[src/rtl/mem_arb_pkg.sv]
// mem_arb_pkg: shared state encoding and constants for unified_mem_arbiter
package mem_arb_pkg;
  typedef enum logic [1:0] {ST_IDLE = 2'd0, ST_GRANT_I = 2'd1, ST_GRANT_D = 2'd2} state_t;
  localparam logic GNT_I = 1'b0;
  localparam logic GNT_D = 1'b1;
  localparam logic [3:0] INST_MASK = 4'b1111;
endpackage

[src/rtl/unified_mem_arbiter.sv]
// unified_mem_arbiter: round-robin sharing of one memory bus between fetch and load/store ports
module unified_mem_arbiter
  import mem_arb_pkg::*;
#(
  parameter int TIMEOUT = 255
) (
  input  logic        clk,
  input  logic        reset,
  input  logic        inst_req,
  input  logic [31:0] inst_addr,
  output logic        inst_valid,
  output logic [31:0] inst_rdata,
  input  logic        data_rd,
  input  logic        data_wr,
  input  logic [31:0] data_addr,
  input  logic [3:0]  data_mask,
  input  logic [31:0] data_wdata,
  output logic        data_valid,
  output logic [31:0] data_rdata,
  output logic        mem_req,
  output logic        mem_we,
  output logic [31:0] mem_addr,
  output logic [3:0]  mem_mask,
  output logic [31:0] mem_wdata,
  input  logic        mem_ack,
  input  logic [31:0] mem_rdata,
  output logic        bus_error
);
  localparam int CNT_W = TIMEOUT > 0 ? $clog2(TIMEOUT + 1) : 1;
  state_t state;
  logic last_grant;
  logic [CNT_W-1:0] wait_cnt;
  logic i_pend, d_pend, pick_i, pick_d, timeout_hit, done;
  // a side whose valid is high this cycle still shows its stale request, so it is masked
  always_comb begin
    i_pend = inst_req && !inst_valid;
    d_pend = (data_rd || data_wr) && !data_valid;
    pick_i = i_pend && (!d_pend || last_grant == GNT_D);
    pick_d = d_pend && !pick_i;
    timeout_hit = TIMEOUT != 0 && state != ST_IDLE && !mem_ack && wait_cnt == CNT_W'(TIMEOUT);
    done = state != ST_IDLE && (mem_ack || timeout_hit);
  end
  always_ff @(posedge clk) begin
    if (reset) begin
      state <= ST_IDLE;
      last_grant <= GNT_D;
      wait_cnt <= '0;
      inst_valid <= 1'b0;
      inst_rdata <= '0;
      data_valid <= 1'b0;
      data_rdata <= '0;
      mem_req <= 1'b0;
      mem_we <= 1'b0;
      mem_addr <= '0;
      mem_mask <= '0;
      mem_wdata <= '0;
      bus_error <= 1'b0;
    end else begin
      inst_valid <= 1'b0;
      data_valid <= 1'b0;
      if (state == ST_IDLE) begin
        wait_cnt <= '0;
        if (pick_i || pick_d) begin
          state <= pick_i ? ST_GRANT_I : ST_GRANT_D;
          last_grant <= pick_i ? GNT_I : GNT_D;
          mem_req <= 1'b1;
          mem_we <= pick_d && data_wr;
          mem_addr <= pick_i ? inst_addr : data_addr;
          mem_mask <= pick_i ? INST_MASK : data_mask;
          mem_wdata <= pick_i ? '0 : data_wdata;
        end
      end else if (done) begin
        state <= ST_IDLE;
        mem_req <= 1'b0;
        if (state == ST_GRANT_I) begin
          inst_valid <= 1'b1;
          inst_rdata <= timeout_hit ? '0 : mem_rdata;
        end else begin
          data_valid <= 1'b1;
          data_rdata <= timeout_hit ? '0 : mem_rdata;
        end
        if (timeout_hit) bus_error <= 1'b1;
      end else begin
        wait_cnt <= wait_cnt + 1'b1;
      end
    end
  end
endmodule
[config.mk]
export PLATFORM = sky130hd
export DESIGN_NAME = unified_mem_arbiter
export DESIGN_NICKNAME = d
export VERILOG_FILES = /design/src/rtl/mem_arb_pkg.sv /design/src/rtl/unified_mem_arbiter.sv
export SDC_FILE = /design/constraint.sdc
export NUM_CORES = 1
export LEC_CHECK = 0
export CAP_MARGIN = 20
export CORE_MARGIN = 4
export CORE_UTILIZATION = 45
export CTS_BUF_LIST = sky130_fd_sc_hd__clkbuf_8
export DETAILED_ROUTE_END_ITERATION = 10
export PLACE_DENSITY_LB_ADDON = 0.05
export SLEW_MARGIN = 30
export SYNTH_ARGS = -nofsm -noshare
export SYNTH_HDL_FRONTEND = slang
export SYNTH_SLANG_ARGS = --single-unit
[constraint.sdc]
create_clock -name clk -period 3.74 [get_ports clk]
set_input_delay 0.748 -clock clk [delete_from_list [all_inputs] [get_ports clk]]
set_output_delay 0.748 -clock clk [all_outputs]
set_load 0.02 [all_outputs]
==> impl_metrics.tcl <==
set metrics [dict create \
    synth_area_leader_cell "dfxtp_1" \
    required_ps 4120 \
    hold_buffers 0 \
    vias 5418 \
    drt-initial-drc-count 462 \
    fin_crit_sh_pct 61.51 \
    cp-start-kind "flip-flop" \
    p_seq_share_pct 46.1 \
    status "finished clean" \
    grt_use_met1_pct 28.89 \
    drc 0 \
    maxSlewViolCount 0 \
    numClockSinks 148 \
    syn_to_final_growth_pct 55.94 \
    antenna_cells 0 \
    ys_ff_latch 148 \
    netlist_top_cells_area "dfxtp_1 54%, o21ai_0 6.7%, a21oi_1 6.1%" \
    grt_max_degree 65 \
    cts_tree "done" \
    dieWidth_um 118.6 \
    slew_headroom_pct 37.72 \
    p_sw_share_pct 29.42 \
    row_count 40 \
    setup_violations 0 \
    ant_nets 0 \
    maxCapViolations 0 \
    worst-slew-pin-transition_ps 922.4 \
    intPower_uw 2764 \
    hold_viol_final 0 \
    finalPower_uw 3917 \
    viasPerCell 5.551 \
    syn_inst 570 \
    grt_use_total_pct 25.03 \
    leakage_uw 0.003099 \
    final_nets 958 \
    avgSynthCellArea_um2 9.656 \
    core_um2 12010 \
    dp.final_hpwl_um 12740 \
    wl_per_cell_um 18.61 \
    fmax_mhz 434.7 \
    gp_congestion 0.7729 \
    overflow 0 \
    rsz0062_at_grt "false" \
    worstSetupPathType "flip-flop to flip-flop" \
    grt_pass1_vias 5171 \
    die_area_um2 14060 \
    clock_power_share_pct 28.0 \
    clockRootBuffer "clkbuf_8" \
    p_sw_uw 1152 \
    worstSkewPairLatency_ps 430 \
    fin_skew_ps 7.739 \
    holdCritPathClass "flip-flop to flip-flop" \
    wl_um 18170 \
    yosys_warnings 0 \
    fin_cells 976 \
    crit_arrival_ps 2680 \
    cts_buffers 17 \
    placedCellCount 947 \
    netlist_area_um2 5504 \
    path_clk_slew_ps 80 \
    syn_nets 709 \
    initial_utilization_pct 45.82 \
    use_met3_pct 9.426 \
    path_max_fanout 55 \
    ios 275 \
    clockBufferDepth 2 \
    htree_levels 4 \
    yosysSeqAreaShare_pct 53.83 \
    synth.top_cell.area_share_pct 53.83 \
    fin_setup_tns_ps 0 \
    grt_pass1_wl_um 28480 \
    busiest_layer "met2" \
    period_minus_slack_ps 2300 \
    fp.dieH_um 118.6 \
    power_frac_comb_pct 26.0 \
    max-vdd-ir-drop_mv 0.2341 \
    port_buffers 274 \
    final_util_pct 71.46 \
    post_cts_buffers 0 \
    antenna_found_initial 0 \
    synth_cell_types 41 \
    cts_resized 0 \
    use_met2_pct 42.88 \
    worst_setup_path_end_kind "flip-flop" \
    drt-pass1-iter-count 4 \
    layout-drive-gt1-share_pct 5.911 \
    p_per_area_nw_per_um2 456.3 \
]
==> stage by stage <==
stage	setup WS, ps	instance area (µm²)	hold slack (ps)
after floorplan	1813	5504	448.5
after global placement	1087	8235	456.8
after detailed placement	1027	8235	455.3
after CTS	1365	8581	476.7
after global routing	1260	8583	488.0
final	1440	8583	474.1
==> kinds of logic (layout without fill, tap and decap cells) <==
logic type | Yosys count | count (layout) | synth area share, %
DFF | 148 | 148 | 53.83
and+or+nand+nor | 143 | 143 | 13.73
xor gates and xnor gates | 2 | 2 | 0.3183
AOI/OAI and AO/OA | 219 | 219 | 26.62
adders and majority gates | 1 | 1 | 0.2273
buffers and inverters | 56 | 315 | 5.092
muxes | 1 | 1 | 0.1819
==> critical path, cell delays in order (launching register included) <==
cell and delay [ps]:
dfxtp_1 340, buf_4 370, or2_1 370, a21oi_2 130, nor2_4 220, buf_4 530, a221o_1 240
==> layer usage <==
layer,vias to the layer above,routed length [µm]
li1,2590,-
met1,2597,7191
met2,212,9119
met3,19,1592
met4,0,262
met5,-,0
==> flip-flops by register name, summed over array words and instances, names as in the netlist, 2 cells and up <==
name,flops
mem_addr,32
mem_wdata,32
mem_mask,4
state,2
data_rdata,32
wait_cnt,8
inst_rdata,32
==> cells in the mapped netlist <==
| cell | count |
|---|---|
| o211a_1 | 2 |
| o21bai_2 | 1 |
| o311ai_0 | 1 |
| nand4b_1 | 1 |
| clkbuf_1 | 34 |
| or2_1 | 1 |
| a21o_1 | 1 |
| clkbuf_2 | 3 |
| buf_6 | 7 |
| a22o_1 | 32 |
| a32oi_1 | 1 |
| a31o_2 | 2 |
| and2_1 | 32 |
| mux2i_1 | 1 |
| ha_1 | 1 |
| nor3_1 | 9 |
| o211ai_1 | 1 |
| and3_1 | 1 |
| buf_2 | 8 |
| o21a_1 | 1 |
| and3b_1 | 2 |
| nand3_1 | 66 |
| nor2b_1 | 2 |
| a221o_1 | 32 |
| or3_1 | 3 |
| a21oi_1 | 67 |
| buf_4 | 1 |
| xor2_1 | 1 |
| o21ai_0 | 74 |
| a31oi_1 | 1 |
| dfxtp_1 | 148 |
| a41oi_4 | 1 |
| a2111oi_4 | 1 |
| nand2b_1 | 1 |
| xnor2_1 | 1 |
| and2b_1 | 1 |
| nand2_1 | 10 |
| nor3_2 | 1 |
| inv_1 | 3 |
| nor2_1 | 13 |
| a21oi_2 | 1 |
==> path summary, 6_finish.rpt <==
check | slack, ps | cells after the start | end | start
max | 1440 | 6 | mem_addr[25] | state[1]
min | 470 | 1 | mem_wdata[4] | mem_wdata[4]
max reg2reg | 1440 | 6 | mem_addr[25] | state[1]
min reg2reg | 470 | 1 | mem_wdata[4] | mem_wdata[4]
==> power by group through the flow <==
stage | combinational [µW] | sequential [µW] | clock, µW
after floorplan | 345 | 2000 | 0
after global placement | 1000 | 1830 | 0
after detailed placement | 1020 | 1840 | 0
after CTS | 1020 | 1800 | 1130
after global routing | 1080 | 1820 | 1200
final | 1020 | 1800 | 1090
==> layout make-up <==
cell class | count | area (µm²)
Clock buffer | 23 | 316.6
Clock inverter | 6 | 28.78
Fill cell | 957 | 3428
Inverter | 3 | 11.26
Multi-Input combinational cell | 366 | 2280
Sequential cell | 148 | 2963
Tap cell | 147 | 183.9
Timing Repair Buffer | 283 | 2800
==> cells in the final DEF (no fill, tap or decap), types with 5 or more instances in the layout <==
cell type,n
clkdlybuf4s50_1,272
dfxtp_1,148
o21ai_0,74
a21oi_1,67
nand3_1,66
and2_1,32
a221o_1,32
a22o_1,32
clkbuf_8,23
nor2_1,12
nor3_1,9
nand2_1,9
buf_4,9
clkinv_2,5
No activity file was read; power rests on OpenSTA's default activity.
